===== src/rtl/systolic_skew_feeder.sv =====
// Skew feeder for a DIM x DIM systolic array.
// Takes one unskewed A column / B row vector per beat for DIM beats and emits
// diagonally staggered lanes: lane i is delayed i cycles beyond lane 0, so
// operands meet in the correct PE. start/busy/done frame each pass.
//
// Ports:
//   clk, rst          rising-edge clock, asynchronous active-high reset
//   start             begin a pass (sampled only in IDLE)
//   in_valid/in_ready beat handshake; in_ready is combinational, high in FEED
//   a_in, b_in        DIM lanes of DATA_W bits, lane i at [i*DATA_W +: DATA_W]
//   a_out, b_out      skewed lanes toward array west / north edges
//   out_valid         per-lane valid, bit i qualifies lane i of a_out and b_out
//   busy              high in FEED and DRAIN
//   done              one-cycle pulse in the last DRAIN cycle
module systolic_skew_feeder #(
    parameter int unsigned DIM    = 4,
    parameter int unsigned DATA_W = 8
) (
    input  logic                  clk,
    input  logic                  rst,
    input  logic                  start,
    input  logic                  in_valid,
    output logic                  in_ready,
    input  logic [DIM*DATA_W-1:0] a_in,
    input  logic [DIM*DATA_W-1:0] b_in,
    output logic [DIM*DATA_W-1:0] a_out,
    output logic [DIM*DATA_W-1:0] b_out,
    output logic [DIM-1:0]        out_valid,
    output logic                  busy,
    output logic                  done
);

    localparam int unsigned CNT_W = $clog2(DIM + 1);

    typedef enum logic [1:0] {
        IDLE  = 2'd0,
        FEED  = 2'd1,
        DRAIN = 2'd2
    } state_t;

    state_t             state_q, state_d;
    logic [CNT_W-1:0]   beat_cnt_q, beat_cnt_d;
    logic [CNT_W-1:0]   drain_cnt_q, drain_cnt_d;
    logic               busy_q, busy_d;
    logic               done_q, done_d;
    logic               accept_c;

    // Next-state and control: counts accepted beats, then DIM drain cycles.
    always_comb begin
        state_d     = state_q;
        beat_cnt_d  = beat_cnt_q;
        drain_cnt_d = drain_cnt_q;
        accept_c    = (state_q == FEED) && in_valid;

        case (state_q)
            IDLE: begin
                if (start) begin
                    state_d    = FEED;
                    beat_cnt_d = '0;
                end
            end
            FEED: begin
                if (accept_c) begin
                    if (beat_cnt_q == CNT_W'(DIM - 1)) begin
                        state_d     = DRAIN;
                        beat_cnt_d  = '0;
                        drain_cnt_d = '0;
                    end else begin
                        beat_cnt_d = beat_cnt_q + CNT_W'(1);
                    end
                end
            end
            DRAIN: begin
                if (drain_cnt_q == CNT_W'(DIM - 1)) begin
                    state_d     = IDLE;
                    drain_cnt_d = '0;
                end else begin
                    drain_cnt_d = drain_cnt_q + CNT_W'(1);
                end
            end
            default: begin
                state_d = IDLE;
            end
        endcase

        // done lands in the final DRAIN cycle, which is also when lane DIM-1
        // presents the last beat; for DIM=1 that is the cycle after accept.
        busy_d = (state_d != IDLE);
        done_d = (state_d == DRAIN) && (drain_cnt_d == CNT_W'(DIM - 1));
    end

    // Control state registers.
    always_ff @(posedge clk or posedge rst) begin
        if (rst) begin
            state_q     <= IDLE;
            beat_cnt_q  <= '0;
            drain_cnt_q <= '0;
            busy_q      <= 1'b0;
            done_q      <= 1'b0;
        end else begin
            state_q     <= state_d;
            beat_cnt_q  <= beat_cnt_d;
            drain_cnt_q <= drain_cnt_d;
            busy_q      <= busy_d;
            done_q      <= done_d;
        end
    end

    assign in_ready = (state_q == FEED);
    assign busy     = busy_q;
    assign done     = done_q;

    // Lane i: shift chain of i+1 stages carrying data and valid. Every cycle
    // the head loads either the accepted beat or a zero bubble, so gaps keep
    // their skew and invalid slots always carry zero data.
    for (genvar i = 0; i < DIM; i++) begin : g_lane
        for (genvar s = 0; s <= i; s++) begin : g_stage
            logic [DATA_W-1:0] a_d, a_q;
            logic [DATA_W-1:0] b_d, b_q;
            logic              v_d, v_q;

            if (s == 0) begin : g_head
                always_comb begin
                    a_d = accept_c ? a_in[i*DATA_W +: DATA_W] : '0;
                    b_d = accept_c ? b_in[i*DATA_W +: DATA_W] : '0;
                    v_d = accept_c;
                end
            end else begin : g_body
                always_comb begin
                    a_d = g_stage[s-1].a_q;
                    b_d = g_stage[s-1].b_q;
                    v_d = g_stage[s-1].v_q;
                end
            end

            always_ff @(posedge clk or posedge rst) begin
                if (rst) begin
                    a_q <= '0;
                    b_q <= '0;
                    v_q <= 1'b0;
                end else begin
                    a_q <= a_d;
                    b_q <= b_d;
                    v_q <= v_d;
                end
            end
        end

        assign a_out[i*DATA_W +: DATA_W] = g_stage[i].a_q;
        assign b_out[i*DATA_W +: DATA_W] = g_stage[i].b_q;
        assign out_valid[i]              = g_stage[i].v_q;
    end

endmodule


===== config.mk =====
export PLATFORM = sky130hd
export DESIGN_NAME = systolic_skew_feeder
export DESIGN_NICKNAME = d
export VERILOG_FILES = /design/src/rtl/systolic_skew_feeder.sv
export SDC_FILE = /design/constraint.sdc
export NUM_CORES = 1
export LEC_CHECK = 0
export CAP_MARGIN = 20
export CELL_PAD_IN_SITES_DETAIL_PLACEMENT = 1
export CELL_PAD_IN_SITES_GLOBAL_PLACEMENT = 2
export CORE_UTILIZATION = 36
export DETAILED_ROUTE_END_ITERATION = 7
export PLACE_DENSITY_LB_ADDON = 0.08
export SYNTH_ARGS = -nofsm -noshare
export SYNTH_HDL_FRONTEND = slang
export SYNTH_SLANG_ARGS = --single-unit

===== constraint.sdc =====
create_clock -name clk -period 10.75 [get_ports clk]
set_input_delay 2.6875 -clock clk [delete_from_list [all_inputs] [get_ports clk]]
set_output_delay 2.6875 -clock clk [all_outputs]
set_load 0.01 [all_outputs]

After elaboration in Yosys (flattened, before gate mapping)

Index checks and enable logic that the tools add are counted.

Bits in latches: 0
RAM bits: 0
Bits in read-only memories: 0
Bits in registers: 174
Logic and storage cells: 66
Output and inout bits: 71
Memories kept: 0

Multipliers: 0
Div/mod/pow operators: 0
$add $sub $neg: 2
Shifts and indexed selects: 0
Multiplexer cells: 21
Bitwise gates (word level): 0
Equality and inequality tests: 8
Order comparisons: 0
Reductions and logical operators: 6

Operator list:

| kind                                                 | number |
|---|---|
| two-way mux 8 bit                                    | 8 |
| two-way mux 3 bit                                    | 6 |
| case mux 3 bit (2 select lines)                      | 2 |
| equality test 3 x 2 -> 1 bit (second input constant) | 3 |
| two-way mux 2 bit                                    | 4 |
| adder 3 x 1 -> 3 bit (second input constant)         | 2 |
| case mux 2 bit (3 select lines)                      | 1 |
| equality test 2 bit (second input constant)          | 2 |
| nonzero test 2 bit                                   | 2 |
| AND reduction 3 bit                                  | 1 |
| equality test 2 x 1 -> 1 bit (second input constant) | 1 |
| logical AND 1 bit                                    | 2 |
| zero test 2 bit                                      | 1 |
| != test 2 x 1 -> 1 bit (second input constant)       | 1 |
| != test 2 bit (second input constant)                | 1 |

Longest topological paths before layout

Depth in word-level cells: 6
Mapped depth: 7

Worst setup path after synthesis

No wires, ideal clock.

Path kind: input port to flip-flop
Start: input port in_valid
End: register done_q, in the netlist done
Arrival time: 3.416 ns
Path slack: 7.203 ns
Stages on the path: 4
Data required time: 10.620 ns
Setup time: 0.130 ns
Cell sequence: nand3b_1 > a21bo_2 > a311oi_1 > nor4b_2

Cells in the longest elaborated chain, start to end: 5
Elaborated cells between the ends (all ways): 8
Those cells by class: 2 x eq/ne; 4 x mux; 2 x reduce/logical

RTL lines:

| element                                                                            | line | text |
|---|---|---|
| start: declaration                                                                 | 22   | `input logic in_valid,` |
| logical AND 1 bit *                                                                | 53   | `accept_c = (state_q == FEED) && in_valid;` |
| two-way mux 3 bit or two-way mux 2 bit (tied branches)                             | 63   | `if (accept_c) begin` |
| case mux 3 bit (2 select lines) or case mux 2 bit (3 select lines) (tied branches) | 55   | `case (state_q)` |
| equality test 3 x 2 -> 1 bit or equality test 2 bit (tied branches)                | 89   | `done_d = (state_d == DRAIN) && (drain_cnt_d == CNT_W'(DIM - 1));` |
| logical AND 1 bit *                                                                | 89   |  |
| via done_d                                                                         | 45   | `logic done_q, done_d;` |
| end signal: assignment                                                             | 105  | `done_q <= done_d;` |
| end: declaration                                                                   | 45   |  |

Mark *: on every way through the listed nets, which the timed path passes. The rest lies on a longest branch.
A chain may end at the register's enable or synchronous reset.

Worst setup path in the final report

Start: register state_q[1]
End: output port in_ready

Cells in the longest elaborated chain, start to end: 1

RTL lines:

| element                      | line | text |
|---|---|---|
| start: declaration           | 41   | `state_t state_q, state_d;` |
| start signal: assignment     | 101  | `state_q <= state_d;` |
| equality test 2 x 1 -> 1 bit | 109  | `assign in_ready = (state_q == FEED);` |
| end: declaration             | 23   | `output logic in_ready,` |

Every way passes these cells.

==> parameters.txt <==
Parameter                              Value

Placement
  Placed Cells incl. Taps    607
  Estimated wirelength of the detail-placed design    ~6.5 mm
  Number of buffers added on ports    about 140
  Placer Congestion    between 0.7 and 0.8

Setup path
  Critical path launch point type    flip-flop
  Worst-path cell chain    inv_1, ha_2, clkdlybuf4s50_1
  CP Buf/Inv Count    2
  Top Family by Delay on Critical Path    buffers and inverters
  Start-to-end type of the worst setup path    reg -> out
  Max stage delay cell, worst path    sky130_fd_sc_hd__clkdlybuf4s50_1
  Worst stage delay on the critical path    between 0.5 and 0.6 ns
  Data arrival time at the worst-slack endpoint    1.82 ns
  Worst EP required    8.06 ns
  Type of element capturing the critical path    primary output
  Max Fanout on Critical Path    6

Power
  Part of the power in combinational logic    0.175
  Share of power burned in registers    0.466
  Leakage power summed over all cells    0.00368 uW
  Proportion of power drawn by the clock network    0.359
  Sw power    440 uW
  Total internal power    1270 uW
  Highest ir drop seen on vdd    0.000130 V
  PD cells    around 230 nW/um^2
  Switching share of total power    0.257

Cells and area
  Share of cells above drive strength 1    0.0957
  Area Growth Syn to Fin    41.1%
  Filler-free cell count of the finished design    640
  FILL cells    1379
  Most common cell after layout, fill and taps aside    sky130_fd_sc_hd__dfrtp_1
  Total number of nets in the final design    521
  Most frequent cells in the layout    sky130_fd_sc_hd__dfrtp_1 (174), sky130_fd_sc_hd__clkdlybuf4s50_1 (137), sky130_fd_sc_hd__and3_1 (64)
  # diodes    0

GRT
  Antenna violations before repair    0
  Vias in the first global route    3214
  GRT overflow    0
  Pin count of the biggest net entering global routing    108
  First-pass GRT wire length    16.6 mm
  Total track usage    0.156

Timing
  Relative slew margins    0.307
  Slew at the pin with the worst max-slew slack    1.04 ns
  Final critical-path share of the clock period    0.419
  Minimum period implied by the final worst setup slack    roughly 4.5 ns
  Highest attainable clock frequency    222 MHz
  Hold Vio Cnt, Final    0
  Clock Skew    0.00436 ns
  Number of slew-limit violations in the final report    0
  Unrepaired setup endpoints after global routing    no
  Total Neg Setup Slack    0 ns
  Number of endpoints failing setup at the final stage    0

Synthesis
  Fraction of registers with async set/reset    1.00
  Part of the Yosys area used for sequential elements    0.836
  Post-synthesis instance total    307
  Post-synthesis instance area    5210 um^2
  Post-Synthesis Net Count    between 300 and 400
  Seq cells post-synth    174
  Post-synth EDFFs    0
  Unique masters post-synth    32
  Most used DFF post-synth    sky130_fd_sc_hd__dfrtp_1
  Synth Area per Inst    17.0 um^2
  Synthesis warning total    0

Clock tree
  CTS sink cnt    174
  Clock-pin slew on the worst setup and hold paths    0.06 ns
  Clock latency on the worst-skew pair    0.42 ns
  Quantity of hold-fixing buffers added after cts    0
  Clock tree from TritonCTS    built
  Number of buffers inserted by post-CTS setup repair    0
  Maximum level of the CTS H-tree    4
  Clock Tree Root    sky130_fd_sc_hd__clkbuf_16
  Post-cts gate resize count    0
  Clock Tree Buf Depth    2
  TritonCTS buffer count    17

Job
  Number of maximum-capacitance constraint violations    0

Floorplan
  Floorplan core area    14000 um^2
  I/O pin cnt    roughly 140
  Die Y-Extent    122 um
  Core Rows    43
  Floorplan die area    ~15000 um^2
  DIE WIDTH    122 um
  Initial core utilization    0.372

Route
  ANT nets after route    0
  Via/cell ratio    around 4.5
  First-iteration detailed-routing DRC count    110
  Remaining DRCs    0
  Vias after detailed routing    2857
  Mean routed wirelength per cell    16.4 um
  Total wire length after detailed routing    around 10 mm
  Number of search-and-repair iterations in the first detailed-routing pass    4

Outcome
  Status    complete, no violations

Min path
  Hold WC Path Type    reg -> reg
registers in the layout (all words and copies together) (netlist names):
name	count
g_lane.g_stage.a_q	80
g_lane.g_stage.b_q	80
g_lane.g_stage.v_q	4
beat_cnt_q	3
drain_cnt_q	3
state_q	2
busy	1
done	1
per-stage QoR:
step           cell area, um^2  total power [uW]  hold WS, ns  setup slack, ns  utilization
2_1_floorplan             5210               951        0.331             3.35            -
3_3_place_gp              6730              1090        0.331             5.91        0.481
3_5_place_dp              6730              1110        0.336             5.85        0.481
4_1_cts                   7330              1730        0.347             5.38        0.524
5_1_grt                   7350              1800        0.354             6.17        0.525
6_report                  7350              1710        0.346             6.24        0.525
worst paths after layout:
| check | slack, ns | start | endpoint | cells past startpoint |
|---|---|---|---|---|
| setup / recovery | 6.24 | state_q[1] | in_ready | 3 |
| setup reg to reg | 8.86 | state_q[1] | beat_cnt_q[1] | 6 |
| min in group asynchronous | 2.85 | rst | g_lane[3].g_stage[2].b_q[4] | 2 |
| max in group asynchronous | 6.52 | rst | g_lane[1].g_stage[1].b_q[1] | 3 |
| hold reg to reg | 0.35 | g_lane[2].g_stage[0].a_q[2] | g_lane[2].g_stage[1].a_q[2] | 0 |
| hold / removal | 0.35 | g_lane[2].g_stage[0].a_q[2] | g_lane[2].g_stage[1].a_q[2] | 0 |
cells by family (layout without fill, tap and decap cells):
kind of cell | Yosys count | in the layout | synth area share
simple gates | 85 | 85 | 0.102
fa+ha+maj | 6 | 6 | 0.0144
compound gates | 13 | 13 | 0.0195
mux | 2 | 2 | 0.00408
flops | 174 | 174 | 0.836
buf+inv | 27 | 180 | 0.0238
power groups by stage:
stage | combinational [uW] | clock, uW | sequential (uW)
finish | 300 | 614 | 798
global route | 330 | 659 | 809
CTS | 298 | 633 | 801
detailed placement | 297 | 0 | 810
global placement | 289 | 0 | 804
floorplan | 130 | 0 | 821
area by class of cell:
cell class | count | area [um^2] | area share
Clock buffer | 19 | 443 | 0.0603
Sequential cell | 174 | 4350 | 0.592
Tap cell | 180 | 225 | 0.0306
Timing Repair Buffer | 140 | 1400 | 0.191
Clock inverter | 13 | 156 | 0.0213
Inverter | 8 | 35.0 | 0.00477
Multi-Input combinational cell | 106 | 733 | 0.0997
synthesized netlist by cell type, types with 2 or more instances:
master | number | share of area
sky130_fd_sc_hd__a211oi_1 | 2 | 0.0029
sky130_fd_sc_hd__a21oi_1 | 3 | 0.0029
sky130_fd_sc_hd__and3_1 | 64 | 0.077
sky130_fd_sc_hd__buf_4 | 4 | 0.0058
sky130_fd_sc_hd__clkbuf_1 | 14 | 0.010
sky130_fd_sc_hd__dfrtp_1 | 174 | 0.84
sky130_fd_sc_hd__ha_1 | 6 | 0.014
sky130_fd_sc_hd__inv_1 | 8 | 0.0058
sky130_fd_sc_hd__nand2_1 | 3 | 0.0022
sky130_fd_sc_hd__nand2b_1 | 3 | 0.0036
sky130_fd_sc_hd__nand3b_1 | 2 | 0.0029
sky130_fd_sc_hd__nor2_1 | 3 | 0.0022
sky130_fd_sc_hd__o21ai_0 | 2 | 0.0019
routing by layer:
metal / part of all wire / up-vias / GRT usage / wire length (um)
met3: 0.073 / 18 / 0.0651 / 767
li1: - / 1296 / - / -
met2: 0.50 / 91 / 0.253 / 5270
met1: 0.40 / 1452 / 0.174 / 4220
met4: 0.021 / 0 / 0.0846 / 218
met5: 0 / - / 0 / 0
No activity file was read; power rests on OpenSTA's default activity.
